--- src/rtl/maxpool_window_scheduler_if.sv ---
// Handshake and buffer-port bundle for the max-pooling window scheduler.
// master: scheduler side; slave: control logic and buffer side.
interface maxpool_window_scheduler_if #(
   parameter int unsigned DATA_W = 8,
   parameter int unsigned ADDR_W = 10
);
   logic              start;
   logic              busy;
   logic              done;
   logic              rd_en;
   logic [ADDR_W-1:0] rd_addr;
   logic [DATA_W-1:0] rd_data;
   logic              wr_en;
   logic [ADDR_W-1:0] wr_addr;
   logic [DATA_W-1:0] wr_data;

   modport master (
      input  start, rd_data,
      output busy, done, rd_en, rd_addr, wr_en, wr_addr, wr_data
   );

   modport slave (
      output start, rd_data,
      input  busy, done, rd_en, rd_addr, wr_en, wr_addr, wr_data
   );
endinterface

--- src/rtl/maxpool_window_scheduler.sv ---
// 2x2 stride-2 max-pool sequencer: four reads per window, one pooled write, paced every DIV clocks.
// Optional MAXPOOL_RELU_EN clamps negative pooled results to zero on write.
module maxpool_window_scheduler #(
   parameter int unsigned IMG_W  = 28,
   parameter int unsigned IMG_H  = 28,
   parameter int unsigned DATA_W = 8,
   parameter int unsigned ADDR_W = 10,
   parameter int unsigned DIV    = 6
) (
   input  logic                        clock_in,
   input  logic                        reset,
   maxpool_window_scheduler_if.master  bus
);
   localparam int unsigned OUT_W = IMG_W / 2;
   localparam int unsigned OUT_H = IMG_H / 2;
   localparam int unsigned CNT_W = $clog2(DIV);
   localparam int unsigned OX_W  = $clog2(OUT_W + 1);
   localparam int unsigned OY_W  = $clog2(OUT_H + 1);

   typedef enum logic [1:0] {S_IDLE, S_READ, S_WRITE, S_DONE} state_e;

   state_e                    state_q, state_d;
   logic [CNT_W-1:0]          cnt_q, cnt_d;
   logic [OX_W-1:0]           ox_q, ox_d;
   logic [OY_W-1:0]           oy_q, oy_d;
   logic [1:0]                k_q, k_d;
   logic signed [DATA_W-1:0]  max_q, max_d;
   logic                      rd_pend_q, rd_pend_d;
   logic                      rd_first_q, rd_first_d;
   logic                      busy_q, busy_d;
   logic                      done_q, done_d;
   logic                      rd_en_q, rd_en_d;
   logic [ADDR_W-1:0]         rd_addr_q, rd_addr_d;
   logic                      wr_en_q, wr_en_d;
   logic [ADDR_W-1:0]         wr_addr_q, wr_addr_d;
   logic [DATA_W-1:0]         wr_data_q, wr_data_d;

   logic                      step_c;
   logic                      last_win_c;
   logic signed [DATA_W-1:0]  rd_sdata_c;
   logic signed [DATA_W-1:0]  wr_val_c;

   assign step_c     = (cnt_q == CNT_W'(DIV - 1));
   assign last_win_c = (ox_q == OX_W'(OUT_W - 1)) && (oy_q == OY_W'(OUT_H - 1));
   assign rd_sdata_c = bus.rd_data;

   // Running max; the read data lands the cycle after rd_en, so max_d already folds it in.
   always_comb begin
      max_d = max_q;
      if (rd_pend_q) begin
         if (rd_first_q || (rd_sdata_c > max_q)) begin
            max_d = rd_sdata_c;
         end
      end
   end

`ifdef MAXPOOL_RELU_EN
   assign wr_val_c = max_d[DATA_W-1] ? '0 : max_d;
`else
   assign wr_val_c = max_d;
`endif

   always_comb begin
      state_d    = state_q;
      cnt_d      = cnt_q;
      ox_d       = ox_q;
      oy_d       = oy_q;
      k_d        = k_q;
      rd_pend_d  = rd_en_q;
      rd_first_d = rd_first_q;
      busy_d     = busy_q;
      done_d     = 1'b0;
      rd_en_d    = 1'b0;
      rd_addr_d  = rd_addr_q;
      wr_en_d    = 1'b0;
      wr_addr_d  = wr_addr_q;
      wr_data_d  = wr_data_q;

      if (state_q != S_IDLE) begin
         cnt_d = step_c ? '0 : cnt_q + CNT_W'(1);
      end

      unique case (state_q)
         S_IDLE: begin
            if (bus.start) begin
               state_d = S_READ;
               cnt_d   = '0;
               ox_d    = '0;
               oy_d    = '0;
               k_d     = '0;
               busy_d  = 1'b1;
            end
         end
         S_READ: begin
            if (step_c) begin
               rd_en_d    = 1'b1;
               rd_addr_d  = ADDR_W'((32'(oy_q) * 2 + 32'(k_q[1])) * IMG_W
                                    + 32'(ox_q) * 2 + 32'(k_q[0]));
               rd_first_d = (k_q == 2'd0);
               k_d        = k_q + 2'd1;
               if (k_q == 2'd3) begin
                  state_d = S_WRITE;
               end
            end
         end
         S_WRITE: begin
            // wr_en_q can only be high here after the final window's write.
            if (wr_en_q) begin
               state_d = S_DONE;
               done_d  = 1'b1;
               busy_d  = 1'b0;
            end else if (step_c) begin
               wr_en_d   = 1'b1;
               wr_addr_d = ADDR_W'(32'(oy_q) * OUT_W + 32'(ox_q));
               wr_data_d = wr_val_c;
               if (!last_win_c) begin
                  state_d = S_READ;
                  k_d     = '0;
                  if (ox_q == OX_W'(OUT_W - 1)) begin
                     ox_d = '0;
                     oy_d = oy_q + OY_W'(1);
                  end else begin
                     ox_d = ox_q + OX_W'(1);
                  end
               end
            end
         end
         S_DONE: begin
            state_d = S_IDLE;
         end
         default: begin
            state_d = S_IDLE;
         end
      endcase
   end

   always_ff @(posedge clock_in) begin
      if (reset) begin
         state_q    <= S_IDLE;
         cnt_q      <= '0;
         ox_q       <= '0;
         oy_q       <= '0;
         k_q        <= '0;
         max_q      <= '0;
         rd_pend_q  <= 1'b0;
         rd_first_q <= 1'b0;
         busy_q     <= 1'b0;
         done_q     <= 1'b0;
         rd_en_q    <= 1'b0;
         rd_addr_q  <= '0;
         wr_en_q    <= 1'b0;
         wr_addr_q  <= '0;
         wr_data_q  <= '0;
      end else begin
         state_q    <= state_d;
         cnt_q      <= cnt_d;
         ox_q       <= ox_d;
         oy_q       <= oy_d;
         k_q        <= k_d;
         max_q      <= max_d;
         rd_pend_q  <= rd_pend_d;
         rd_first_q <= rd_first_d;
         busy_q     <= busy_d;
         done_q     <= done_d;
         rd_en_q    <= rd_en_d;
         rd_addr_q  <= rd_addr_d;
         wr_en_q    <= wr_en_d;
         wr_addr_q  <= wr_addr_d;
         wr_data_q  <= wr_data_d;
      end
   end

   assign bus.busy    = busy_q;
   assign bus.done    = done_q;
   assign bus.rd_en   = rd_en_q;
   assign bus.rd_addr = rd_addr_q;
   assign bus.wr_en   = wr_en_q;
   assign bus.wr_addr = wr_addr_q;
   assign bus.wr_data = wr_data_q;

endmodule

--- src/flat_wrapper.sv ---
// flat-port wrapper written by rule: the top's interface ports become plain ports
module maxpool_window_scheduler_flat 
#(
   parameter int unsigned IMG_W  = 28,
   parameter int unsigned IMG_H  = 28,
   parameter int unsigned DATA_W = 8,
   parameter int unsigned ADDR_W = 10,
   parameter int unsigned DIV    = 6
)
  (clock_in, reset, bus_start, bus_rd_data, bus_busy, bus_done, bus_rd_en, bus_rd_addr, bus_wr_en, bus_wr_addr, bus_wr_data);
  maxpool_window_scheduler_if #(.DATA_W(DATA_W), .ADDR_W(ADDR_W)) bus_i ();
  input  logic clock_in;
  input  logic reset;
  input wire logic [$bits(bus_i.start)-1:0] bus_start;
  input wire logic [$bits(bus_i.rd_data)-1:0] bus_rd_data;
  output wire logic [$bits(bus_i.busy)-1:0] bus_busy;
  output wire logic [$bits(bus_i.done)-1:0] bus_done;
  output wire logic [$bits(bus_i.rd_en)-1:0] bus_rd_en;
  output wire logic [$bits(bus_i.rd_addr)-1:0] bus_rd_addr;
  output wire logic [$bits(bus_i.wr_en)-1:0] bus_wr_en;
  output wire logic [$bits(bus_i.wr_addr)-1:0] bus_wr_addr;
  output wire logic [$bits(bus_i.wr_data)-1:0] bus_wr_data;
  assign bus_i.start = bus_start;
  assign bus_i.rd_data = bus_rd_data;
  assign bus_busy = bus_i.busy;
  assign bus_done = bus_i.done;
  assign bus_rd_en = bus_i.rd_en;
  assign bus_rd_addr = bus_i.rd_addr;
  assign bus_wr_en = bus_i.wr_en;
  assign bus_wr_addr = bus_i.wr_addr;
  assign bus_wr_data = bus_i.wr_data;
  maxpool_window_scheduler #(.IMG_W(IMG_W), .IMG_H(IMG_H), .DATA_W(DATA_W), .ADDR_W(ADDR_W), .DIV(DIV)) u_core (.clock_in(clock_in), .reset(reset), .bus(bus_i));
endmodule
--- config.mk ---
export PLATFORM = sky130hd
export DESIGN_NAME = maxpool_window_scheduler_flat
export DESIGN_NICKNAME = d
export VERILOG_FILES = /design/src/rtl/maxpool_window_scheduler_if.sv /design/src/rtl/maxpool_window_scheduler.sv /design/src/flat_wrapper.sv
export SDC_FILE = /design/constraint.sdc
export NUM_CORES = 1
export LEC_CHECK = 0
export ABC_AREA = 1
export CAP_MARGIN = 20
export CORE_ASPECT_RATIO = 1.1
export CORE_MARGIN = 2
export CORE_UTILIZATION = 43
export CTS_BUF_LIST = sky130_fd_sc_hd__clkbuf_16
export DETAILED_ROUTE_END_ITERATION = 10
export GPL_TIMING_DRIVEN = 0
export PLACE_DENSITY = 0.7
export RECOVER_POWER = 100
export SLEW_MARGIN = 0
export SYNTH_ARGS = -nofsm -noshare
export SYNTH_HDL_FRONTEND = slang
export SYNTH_SLANG_ARGS = --single-unit
--- constraint.sdc ---
create_clock -name clock_in -period 4.76 [get_ports clock_in]
set_input_delay 0.714 -clock clock_in [delete_from_list [all_inputs] [get_ports clock_in]]
set_output_delay 0.714 -clock clock_in [all_outputs]
set_load 0.005 [all_outputs]
==> metrics <==
status=finished clean; Critical Path RT=4950 ps; Die H=94.86 um; Fin Setup TNS=0 ps; antenna-violating nets left=0; worst hold slack=432.5 ps; GP Congestion=0.8302; RSZ-0062 raised after global routing=false; worst r2r src=u_core.oy_q[1]; Ant. Diodes=0; Post-CTS Hold Fix Bufs=0; syn avg cell area=7.647 um2; post-synthesis register bit count=56; DIE AREA=8214 um2; dpl hpwl=5414 um; Mapped Cells=422; leakage=0.001931 uW; Final min period=2727 ps; vias in the first global route=2624; Final setup viols=0; Tightest Pin Transition=614.8 ps; FP Rows=33; via density per instance=4.901; FF-to-FF path depth=8; Synth warnings=0; largest net degree at the start of global routing=19; CP Cell Sequence=fa_1 > ha_1 > fa_1 > xor2_1 > nor3_1 > xor2_1 > o21ai_0 > inv_1; worst path arrival time=2920 ps; Final Slew Violations=0; fin nets=519; CP Capture Type=flip-flop; CP Capture Point=u_core.bus.wr_addr[6]; Setup CP Type=flip-flop to flip-flop; max capacitance violation total=0; Clock Skew=5.929 ps; routed wire length per instance=12.64 um; cell area after synthesis=3227 um2; Total GRT Usage=18.39%; WL final=7054 um; CTS sink cnt=56; GRT overflow=0; Core Area=7350 um2; Synth cell types=34; post-cts sizing count=0; initial DRC count=133; Initial Utilization=43.91%; # IOs=43; Finished Core Util=52.88%; PortBufs=41; drt first pass iters=4; flop2flop setup slack=2030 ps; sequential-to-total area share from yosys stat=34.74%; initial antenna violation count=0; Tot Pwr=1178 uW; Root Buffer=clkbuf_16; htree depth=2; Hold Crit Class=flip-flop to flip-flop; first-pass GRT wire length=11990 um; DRC Markers=0; share of cells above drive strength 1=5.096%; CP peak stage delay=570 ps; CTS clk-pin slew, worst paths=70 ps; Post-CTS Setup Inserts=0; most common cell after layout, fill and taps aside=nand2_1; reg-to-reg endpoint=u_core.bus.wr_addr[6]; die width=86.60 um; fin area=3886 um2; Max Fclk=0.3667 GHz; worst skew pair latency=300 ps; Pwr per Cell Area=303.2 nW/um2; via count=2735; total CTS buffers=5; Critical Path Fanout Max=8; fin crit share=57.30%; CP Launch Type=flip-flop; synthesis-to-layout area growth=20.43%; most frequent cells in the layout=68 x nand2_1, 60 x nor2_1, 59 x inv_1; Syn Nets=471; worst relative slew slack=58.86%; TritonCTS clock tree=done; Fin. Hold Viols=0; slowest cell on the critical path=dfxtp_1; Longest Clk Path Bufs=2; Post-DP Area=3746 um2; crit path from=u_core.oy_q[1]; Peak VDD IR=0.1536 mV
-- worst max-delay path, delay by kind of cell, from the launching register on --
family,cells,cell delay (ps)
fa+ha+maj,3,1260
flops,1,570
xor+xnor,2,290
simple gates,1,290
compound gates,1,160
buf+inv,1,50
-- power breakdown --
| group | switching, uW | leakage (uW) | total, uW | internal (uW) |
|---|---|---|---|---|
| Sequential | 33.2 | 0.000452 | 527 | 494 |
| Clock | 174 | 0.0000804 | 424 | 250 |
| Combinational | 141 | 0.00140 | 227 | 85.6 |
-- registers in the layout (all words and copies together), names as in the netlist, 2 cells and up --
| signal | count |
|---|---|
| u_core.cnt_q | 3 |
| u_core.bus.rd_addr | 10 |
| u_core.max_q | 8 |
| u_core.oy_q | 4 |
| u_core.state_q | 2 |
| u_core.ox_q | 4 |
| u_core.k_q | 2 |
| u_core.bus.wr_data | 8 |
| u_core.bus.wr_addr | 9 |
-- how the worst min path moves through the flow --
stage / to / startpoint / cells past startpoint / slack [ps]
floorplan: u_core.rd_pend_q / u_core.bus.rd_en / 2 / 420
global placement: u_core.rd_pend_q / u_core.bus.rd_en / 2 / 420
detailed placement: u_core.rd_pend_q / u_core.bus.rd_en / 2 / 430
CTS: u_core.rd_pend_q / u_core.bus.rd_en / 2 / 440
global route: u_core.rd_pend_q / u_core.bus.rd_en / 2 / 460
finish: u_core.rd_pend_q / u_core.bus.rd_en / 2 / 430
-- Yosys cell counts (all sizes together) --
| master | n | area (um2) |
|---|---|---|
| inv | 62 | 232.7 |
| and3 | 1 | 6.260 |
| a21oi | 35 | 186.4 |
| or2 | 1 | 6.260 |
| conb | 1 | 3.750 |
| nand2 | 70 | 282.8 |
| nand3 | 30 | 162.7 |
| a31oi | 2 | 12.51 |
| nor3 | 7 | 46.30 |
| nor3b | 1 | 12.51 |
| ha | 30 | 375.4 |
| dfxtp | 56 | 1121 |
| nor2 | 62 | 257.8 |
| o21ai | 24 | 120.1 |
| xnor2 | 4 | 35.03 |
| a211oi | 5 | 42.54 |
| fa | 8 | 160.2 |
| a21o | 2 | 15.01 |
| buf | 5 | 28.77 |
| o211ai | 1 | 7.510 |
| xor2 | 11 | 96.34 |
| clkbuf | 4 | 15.01 |
-- layout make-up --
cell class	instances	area (um2)
Tap cell	87	108.9
Timing Repair Buffer	41	410.4
Multi-Input combinational cell	295	1798
Sequential cell	56	1121
Fill cell	729	3463
Buffer	9	43.79
Clock inverter	3	46.29
Clock buffer	5	125.1
Inverter	62	232.7
-- kinds of logic after synthesis --
family                     synth area share, %
AOI/OAI and AO/OA                        11.90
xor gates and xnor gates                 4.071
adders and majority gates                16.60
buffers and inverters                    8.569
DFF                                      34.74
other                                   0.1162
and+or+nand+nor                          24.00
-- layer usage --
metal  global-route usage [%]  wire, um  vias to the layer above
li1                         -         -                     1453
met1                    22.01      3145                     1228
met2                    33.53      3520                       43
met3                    3.147       248                       11
met4                    5.339       140                        0
met5                        0         0                        -
-- stage by stage --
stage                     instances  setup WS [ps]
final                           558           2033
after global routing            558           1731
after CTS                       558           2014
after detailed placement        550           1946
after global placement          550           1977
after floorplan                 422           2236
Power figures use the tool's default switching activity.
